File: config.mk
export PLATFORM = sky130hd
export DESIGN_NAME = camera_feature_head
export DESIGN_NICKNAME = d
export VERILOG_FILES = /design/src/rtl/camera_feature_head_pkg.sv /design/src/rtl/camera_feature_head_bn_lane.sv /design/src/rtl/camera_feature_head.sv
export SDC_FILE = /design/constraint.sdc
export NUM_CORES = 2
export LEC_CHECK = 0
export ABC_AREA = 1
export BUFFER_PORTS_ARGS = -buffer_cell sky130_fd_sc_hd__buf_4
export CORE_AREA = 2 2 704 706
export DETAILED_ROUTE_END_ITERATION = 6
export DIE_AREA = 0 0 706 708
export GPL_TIMING_DRIVEN = 0
export PLACE_DENSITY = 0.38
export SLEW_MARGIN = 10
export SYNTH_ARGS = -nofsm -noshare
export SYNTH_HDL_FRONTEND = slang
export SYNTH_SLANG_ARGS = --single-unit
File: constraint.sdc
create_clock -name clk -period 12.2 [get_ports clk]
set_input_delay 0.61 -clock clk [delete_from_list [all_inputs] [get_ports clk]]
set_output_delay 0.61 -clock clk [all_outputs]
set_load 0.05 [all_outputs]
File: src/rtl/camera_feature_head_pkg.sv
// Shared types and arithmetic helpers for the camera feature head.
// Includes the requantisation and INT8 saturation functions used by the datapath.
package cam_feat_pkg;

   typedef enum logic [1:0] {
      ACCUM = 2'd0,
      NORM  = 2'd1,
      OUT   = 2'd2
   } state_e;

   localparam int INT8_MAX = 127;
   localparam int INT8_MIN = -128;

   function automatic int npix(input int h, input int w);
      return h * w;
   endfunction

   function automatic int cnt_w(input int n);
      return (n > 1) ? $clog2(n) : 1;
   endfunction

   function automatic logic [7:0] sat_int8(input logic signed [31:0] v);
      logic [7:0] res;
      if (v > 32'sd127) begin
         res = 8'h7F;
      end else if (v < -32'sd128) begin
         res = 8'h80;
      end else begin
         res = v[7:0];
      end
      return res;
   endfunction

   // ReLU, then right shift, then clamp to the positive INT8 range.
   function automatic logic [7:0] requant(input logic signed [31:0] acc, input logic [3:0] shift);
      logic [31:0] r;
      logic [7:0]  res;
      if (acc[31]) begin
         r = 32'd0;
      end else begin
         r = 32'(acc);
      end
      r = r >> shift;
      if (r > 32'd127) begin
         res = 8'd127;
      end else begin
         res = r[7:0];
      end
      return res;
   endfunction

endpackage

File: src/rtl/camera_feature_head_bn_lane.sv
// Combinational batch-norm lane: y = sat(((x - mean) * inv_std * gamma) >>> FRAC + beta).
// A single lane is shared by all channels; the caller selects the channel.
module cam_bn_lane
   import cam_feat_pkg::*;
#(
   parameter int FRAC = 6
) (
   input  logic [7:0] x_i,
   input  logic [7:0] mean_i,
   input  logic [7:0] inv_std_i,
   input  logic [7:0] gamma_i,
   input  logic [7:0] beta_i,
   output logic [7:0] y_o
);

   logic signed [8:0]  d_s;
   logic signed [17:0] p_s;
   logic signed [25:0] s_s;
   logic signed [25:0] t_s;
   logic signed [31:0] y_s;

   // x is 0..127 and mean is signed, so the difference always fits 9 signed bits
   assign d_s = signed'({1'b0, x_i}) - 9'(signed'(mean_i));
   assign p_s = 18'(d_s) * signed'(18'({1'b0, inv_std_i}));
   assign s_s = 26'(p_s) * 26'(signed'(gamma_i));
   assign t_s = s_s >>> FRAC;
   assign y_s = 32'(t_s) + 32'(signed'(beta_i));
   assign y_o = sat_int8(y_s);

endmodule

File: src/rtl/camera_feature_head.sv
// Streaming post-convolution head: ReLU + requant + global max pool per pixel,
// then per-channel batch-norm serialised one channel per cycle into an INT8 vector.
module camera_feature_head
   import cam_feat_pkg::*;
#(
   parameter int C     = 32,
   parameter int ACC_W = 16,
   parameter int H     = 16,
   parameter int W     = 8,
   parameter int FRAC  = 6
) (
   input  logic               clk,
   input  logic               rst_n,
   input  logic               s_valid,
   output logic               s_ready,
   input  logic [C*ACC_W-1:0] s_data,
   input  logic               s_last,
   input  logic [3:0]         quant_shift,
   input  logic [C*8-1:0]     bn_gamma,
   input  logic [C*8-1:0]     bn_beta,
   input  logic [C*8-1:0]     bn_mean,
   input  logic [C*8-1:0]     bn_inv_std,
   output logic               m_valid,
   input  logic               m_ready,
   output logic [C*8-1:0]     m_data,
   output logic               frame_err
);

   localparam int NPIX = npix(H, W);
   localparam int PCW  = cnt_w(NPIX);
   localparam int CIW  = cnt_w(C);

   state_e           state_q, state_d;
   logic [PCW-1:0]   pix_cnt_q, pix_cnt_d;
   logic [CIW-1:0]   ch_idx_q, ch_idx_d;
   logic [C*8-1:0]   max_q, max_d;
   logic [C*8-1:0]   m_data_q, m_data_d;
   logic             m_valid_q, m_valid_d;
   logic             frame_err_q, frame_err_d;
   logic [C*8-1:0]   max_upd_s;
   logic             beat_s;
   logic [7:0]       lane_y_s;

   assign s_ready   = (state_q == ACCUM);
   assign beat_s    = s_valid && (state_q == ACCUM);
   assign m_valid   = m_valid_q;
   assign m_data    = m_data_q;
   assign frame_err = frame_err_q;

   // First pixel of a frame overwrites the running max, which clears any stale frame.
   for (genvar g = 0; g < C; g++) begin : g_pool
      logic [7:0] q_s;
      assign q_s = requant(32'(signed'(s_data[g*ACC_W +: ACC_W])), quant_shift);
      assign max_upd_s[g*8 +: 8] =
         ((pix_cnt_q == {PCW{1'b0}}) || (q_s > max_q[g*8 +: 8])) ? q_s : max_q[g*8 +: 8];
   end

   cam_bn_lane #(.FRAC(FRAC)) u_bn_lane (
      .x_i       (max_q[ch_idx_q*8 +: 8]),
      .mean_i    (bn_mean[ch_idx_q*8 +: 8]),
      .inv_std_i (bn_inv_std[ch_idx_q*8 +: 8]),
      .gamma_i   (bn_gamma[ch_idx_q*8 +: 8]),
      .beta_i    (bn_beta[ch_idx_q*8 +: 8]),
      .y_o       (lane_y_s)
   );

   // Next-state logic for framing, pooling, normalisation and output handshake.
   always_comb begin
      state_d     = state_q;
      pix_cnt_d   = pix_cnt_q;
      ch_idx_d    = ch_idx_q;
      max_d       = max_q;
      m_data_d    = m_data_q;
      m_valid_d   = m_valid_q;
      frame_err_d = 1'b0;
      case (state_q)
         ACCUM: begin
            if (beat_s) begin
               max_d = max_upd_s;
               if (pix_cnt_q == PCW'(NPIX - 1)) begin
                  pix_cnt_d   = {PCW{1'b0}};
                  ch_idx_d    = {CIW{1'b0}};
                  state_d     = NORM;
                  frame_err_d = !s_last;
               end else if (s_last) begin
                  pix_cnt_d   = {PCW{1'b0}};
                  frame_err_d = 1'b1;
               end else begin
                  pix_cnt_d = pix_cnt_q + PCW'(1);
               end
            end else begin
               pix_cnt_d = pix_cnt_q;
            end
         end
         NORM: begin
            m_data_d[ch_idx_q*8 +: 8] = lane_y_s;
            if (ch_idx_q == CIW'(C - 1)) begin
               ch_idx_d  = {CIW{1'b0}};
               m_valid_d = 1'b1;
               state_d   = OUT;
            end else begin
               ch_idx_d = ch_idx_q + CIW'(1);
            end
         end
         OUT: begin
            if (m_ready) begin
               m_valid_d = 1'b0;
               state_d   = ACCUM;
            end else begin
               m_valid_d = 1'b1;
            end
         end
         default: begin
            state_d = ACCUM;
         end
      endcase
   end

   // State and datapath registers; reset discards any partial frame or pending output.
   always_ff @(posedge clk or negedge rst_n) begin
      if (!rst_n) begin
         state_q     <= ACCUM;
         pix_cnt_q   <= {PCW{1'b0}};
         ch_idx_q    <= {CIW{1'b0}};
         max_q       <= {(C*8){1'b0}};
         m_data_q    <= {(C*8){1'b0}};
         m_valid_q   <= 1'b0;
         frame_err_q <= 1'b0;
      end else begin
         state_q     <= state_d;
         pix_cnt_q   <= pix_cnt_d;
         ch_idx_q    <= ch_idx_d;
         max_q       <= max_d;
         m_data_q    <= m_data_d;
         m_valid_q   <= m_valid_d;
         frame_err_q <= frame_err_d;
      end
   end

endmodule

# After elaboration in Yosys (flattened, before gate mapping)

Index checks and enable logic that the tools add are counted.

Add/sub/neg operators: 5
Multipliers: 2
Magnitude comparators: 66
Eq/ne operators: 8
Shift operators: 39
Multiplexer cells: 85
Reduce and logical (&&, ||, !) cells: 74

Operators with widths:

| cell                     | number |
|---|---|
| $shiftx 256x9->8         | 5 |
| $gt 32x7->1 const B      | 32 |
| $shr 32x4->32            | 32 |
| $mux 15                  | 32 |
| $mux 8                   | 34 |
| $bwmux 256               | 1 |
| $gt 8x8->1               | 32 |
| $shift 8x34->256 const A | 1 |
| $shiftx 8x34->256        | 1 |
| $reduce_and 3->1         | 33 |
| $neg 8->34               | 1 |
| $gt 32x8->1 const B      | 1 |
| $logic_or 1x1->1         | 32 |
| $lt 32x8->1 const B      | 1 |
| $mul 18x8->26            | 1 |
| $add 20x8->21            | 1 |
| $mul 9x9->18             | 1 |
| $mux 5                   | 3 |
| $mux 7                   | 2 |
| $pmux 5 s2               | 1 |
| $sub 9x8->9              | 1 |
| $mux 2                   | 4 |
| $add 7x1->7 const B      | 1 |
| $eq 7x7->1 const B       | 1 |
| 16 further kinds         | 25 |

Flip-flop bits (word level): 528
Input port bits: 1,545
Output and inout bits: 259
Word-level logic and storage cells: 317

# Longest topological paths before layout

Depth in word-level cells: 10
Depth in mapped cells: 81

# By module

A second synthesis with hierarchy kept.

Cell total of the unflattened synthesis: 11,701
Area, all modules: 69,389.0 um^2

Modules (own cells, without submodules):

| module              | times used | cells each | area each (um^2) |
|---|---|---|---|
| camera_feature_head | 1          | 10,325     | 59,706.0 |
| cam_bn_lane         | 1          | 1,376      | 9,683.0 |

# Worst setup path after synthesis

No wires, ideal clock.

Path type: reg-to-reg
From: reg ch_idx_q[0]
To: reg m_data_q[169], in the netlist m_data[169]
Setup time: 0.118 ns
Arrival: 12.747 ns
Required time: 12.082 ns
Setup slack: -0.665 ns
Cell stages (with the launch flop): 74
Path buffers: 6
Cells stage by stage: dfrtp_1 inv_2 buf_4 buf_4 buf_4 buf_2 buf_2 buf_1 nor2_1 o22ai_1 nand2_1 a32o_1 ha_1 fa_1 o21ai_0 a21oi_1 o21bai_1 xor2_1 (+38 left out) inv_1 ha_1 nand2_1 inv_1 nand2_1 inv_1 a21oi_1 nand3_1 nand2_1 nand3_1 nor2_1 nand4_2 nand2_8 nand2_8 nand4_4 nor2_2 nor2_1 nor2_1

Cells in the longest elaborated chain, start to end: 10

RTL lines:

| what                                | RTL line                                             | source |
|---|---|---|
| start, declared                     | camera_feature_head.sv:35                            | `logic [CIW-1:0] ch_idx_q, ch_idx_d;` |
| start signal, assigned              | camera_feature_head.sv:124                           | `ch_idx_q <= {CIW{1'b0}};` |
| start signal, assigned              | camera_feature_head.sv:132                           | `ch_idx_q <= ch_idx_d;` |
| $shiftx 256x9->8 (on tied branches) | camera_feature_head.sv:59, camera_feature_head.sv:60 |  |
| $sub 9x8->9                         | camera_feature_head_bn_lane.sv:23                    | `assign d_s = signed'({1'b0, x_i}) - 9'(signed'(mean_i));` |
| $mul 9x9->18                        | camera_feature_head_bn_lane.sv:24                    | `assign p_s = 18'(d_s) * signed'(18'({1'b0, inv_std_i}));` |
| $mul 18x8->26                       | camera_feature_head_bn_lane.sv:25                    | `assign s_s = 26'(p_s) * 26'(signed'(gamma_i));` |
| $add 20x8->21                       | camera_feature_head_bn_lane.sv:27                    | `assign y_s = 32'(t_s) + 32'(signed'(beta_i));` |
| $lt 32x8->1                         | camera_feature_head_pkg.sv:26                        | `end else if (v < -32'sd128) begin` |
| $mux 8                              | camera_feature_head_pkg.sv:26                        |  |
| $mux 8                              | camera_feature_head_pkg.sv:24                        | `if (v > 32'sd127) begin` |
| $shiftx 8x34->256                   | camera_feature_head.sv:96                            | `m_data_d[ch_idx_q*8 +: 8] = lane_y_s;` |
| $bwmux 256 *                        | camera_feature_head.sv:96                            |  |
| end signal, assigned                | camera_feature_head.sv:126                           | `m_data_q <= {(C*8){1'b0}};` |
| end signal, assigned                | camera_feature_head.sv:134                           | `m_data_q <= m_data_d;` |
| end, declared                       | camera_feature_head.sv:37                            | `logic [C*8-1:0] m_data_q, m_data_d;` |

Every way passes the cells marked *; elsewhere a longest branch is shown, timed or not.
A chain may end at the register's enable or synchronous reset.

# Worst setup path in the final report

From: reg ch_idx_q[3]
To: reg m_data_q[33], in the netlist m_data[33]

Same word-level chain as after synthesis.

==> impl_metrics.ini <==
[outcome]
status = complete, but fails checks
failing_checks = design-rule violations, max-capacitance violations, max-slew violations, negative setup slack

[layout]
most_common_library_cell_in_the_layout_ignoring_fill_and_taps = nand2_1
fin_nets = 15000
layout-drive-gt1-share_pct = 26.5
areaGrowthSynthToFinish_pct = 51.2
post_layout_instance_count_excluding_filler_cells = 19500
layout_common_cells = nand2_1, buf_4, o21ai_0, nor2_1, inv_1

[synth]
synth_top_flop_cell = dfrtp_1
yosys_warnings = 0
synthesis.area_sq_um = 66400
async_reset_ff_share_pct = 100
synth-edff-count = 0
synth_seq_cells = 528
syn-mean-instance-area_sq_um = 6.24
seq_total_area_yosys_pct = 19.9
yosys.cell_types.count = 76
synthCells = 10600

[cts]
tritoncts = done
tritoncts_num_sinks = 528
cts-root-to-sink-buffers = 3
htree_num_levels = 3
insertion_delay_ps = 730
cts_root_buf = clkbuf_16
clkTransAtPathRegs_ps = 60
cts-buffers-inserted = 70

[detailed_routing]
viasPerCell = 4.90
ant_nets = 0
totalWireLength_um = 873000
wire_per_inst_um = 44.7
remaining_drc_errors = 7
drt_pre_antenna_iters = 7
drt_iter0_drc = 11500
detailroute.via_count = 95600

[sta]
fin_hold_ws_ps = 113
worstMarginPinSlew_ps = 1510
finalClockSkew_ps = 57.8
post-route-worst-setup-slack_ps = -1840
rsz0062_at_grt = yes
final_period_minus_worst_setup_slack_ps = 14040
slew_headroom_pct = -0.623
post-route-period-util_pct = 115
hold_viol_final = 0
fmax_ghz = 0.0712
tns_ps = -429390
finalMaxSlewViolations = 11
setup_viol = 256

[die]
floorplan.die.width_um = 706
dieHeight_um = 708
initial_core_util_pct = 13.5
die_area_sq_um = 500000
num_rows = 258
io-pin-count = 1804
core_area_sq_um = 492000

[setup_path]
slowest_cp_cell = fa_1
max_stage_delay_ps = 590
timing.critical_path.to_type = flop
criticalPathCategory = reg2reg
timing.critical_path.required_ps = 12860
arrival_ps = 14710
worstPathMaxFanout = 11
critical_path.startpoint_type = flop

[global_route]
sum_of_overflow_across_all_layers_after_global_routing = 0
first_global_vias = 90400
grt_antenna_before_repair = 209
wire_length_of_the_first_global_routing_pass_um = 1070000
pin_count_of_the_biggest_net_entering_global_routing = 96
grtUsageTotal_pct = 33.4

[place]
place_congestion = 1.05
port_buffers = 1800
place.detailed.hpwl_um = 743000
place_inst = 19100

[run]
max-cap-violations = 2

[hold_path]
worst_hold_check_path_type = in2reg
## sequential cells by signal (all words and copies together), names as in the netlist
| register | cells |
|---|---|
| m_valid | 1 |
| ch_idx_q | 5 |
| pix_cnt_q | 7 |
| frame_err | 1 |
| m_data | 256 |
| state_q | 2 |
| max_q | 256 |
## cell usage after synthesis (all sizes together), types with 4 or more instances
library cell	number	area, sq um
a21o	5	37.5
dfrtp	528	13200
o21ai	1517	7590
mux2	15	169
nand4	65	833
o22ai	174	1090
o31ai	7	52.6
o2111ai	15	131
o21bai	12	90.1
o32ai	11	111
o311ai	16	148
buf	371	1840
a22o	17	149
a22oi	93	698
a31oi	94	588
or2	11	68.8
o21a	87	653
xor2	45	402
xnor2	15	131
a311oi	6	52.6
clkinv	23	86.3
a211oi	19	143
nand3	340	1720
nand2	2616	10000
ha	380	4750
a2111oi	7	61.3
nor4	12	81.3
a21oi	696	3520
o211ai	135	1010
nor2	1403	5530
a32oi	30	263
a32o	4	40.0
o221ai	88	771
nor3	95	497
mux2i	67	671
inv	1062	3990
a221oi	25	219
fa	171	3420
a221o	9	90.1
clkbuf	336	1260
## routing by layer
metal  vias up  share of wire [%]  GRT usage, %
li1      40200                  -             -
met1     47900                 40          40.5
met2      5975                 45          55.0
met3      1538                6.9          5.66
met4        50                7.7          20.5
met5         -              0.040             0
## through the flow
stage	utilization (%)	cell area [sq um]	setup WS, ps
floorplan	-	66800	7.11
global placement	18.0	88400	-8560
detailed placement	18.4	90300	-6130
CTS	19.9	98200	-1970
global route	20.4	100000	-2210
finish	20.4	100000	-1840
## cell type report
cell class / instances / area [sq um]
Antenna cell: 97 / 243
Buffer: 702 / 5760
Clock buffer: 101 / 2020
Clock inverter: 22 / 302
Fill cell: 56700 / 392000
Inverter: 1085 / 4120
Multi-Input combinational cell: 8356 / 48800
Sequential cell: 528 / 13200
Tap cell: 6500 / 8130
Timing Repair Buffer: 2135 / 17800
## critical path, delay by kind of cell (launching register included)
family | cells | cell delay [ps]
AO/OA/AOI/OAI | 15 | 2540
AND/OR/NAND/NOR | 21 | 2030
XOR/XNOR | 2 | 310
adder cells (fa/ha/maj) | 12 | 5120
buffers and inverters | 20 | 3220
flip-flops | 1 | 520
## logic make-up (layout without fill, tap and decap cells)
| group | count (synthesis) | in the layout | synth area share (%) |
|---|---|---|---|
| compound gates | 3081 | 3081 | 26.5 |
| xor+xnor | 60 | 60 | 0.803 |
| fa+ha+maj | 551 | 551 | 12.3 |
| mux | 82 | 82 | 1.26 |
| buf+inv | 1792 | 4045 | 10.8 |
| other cells | 1 | 129 | 0.00565 |
| simple gates | 4550 | 4550 | 28.4 |
| flops | 528 | 528 | 19.9 |
## final timing paths
kind                       depth (start not counted)   startpoint     endpoint  slack (ps)
hold reg to reg                                    2    m_data[7]    m_data[7]         490
hold / removal                                     2      m_ready   state_q[1]         110
setup / recovery                                  70  ch_idx_q[3]   m_data[33]       -1840
setup reg to reg                                  70  ch_idx_q[3]   m_data[33]       -1840
max in group asynchronous                          8        rst_n   max_q[196]        8560
min in group asynchronous                          2        rst_n  m_data[141]         430
## repair_timing
| item | CTS | global route |
|---|---|---|
| pin swaps | 165 | 165 |
| hold buffers | 1 | 0 |
| setup buffers | 180 | 73 |
| endpoints found under the setup margin | 256 | 256 |
| cloned | 2 | 3 |
| gates resized for setup | 920 | 365 |
| hold endpoints to repair | 79 | 0 |
Power is left out: the tool's default activity adds up to more than one toggle a clock period on the data nets, which glitch-free logic cannot reach.
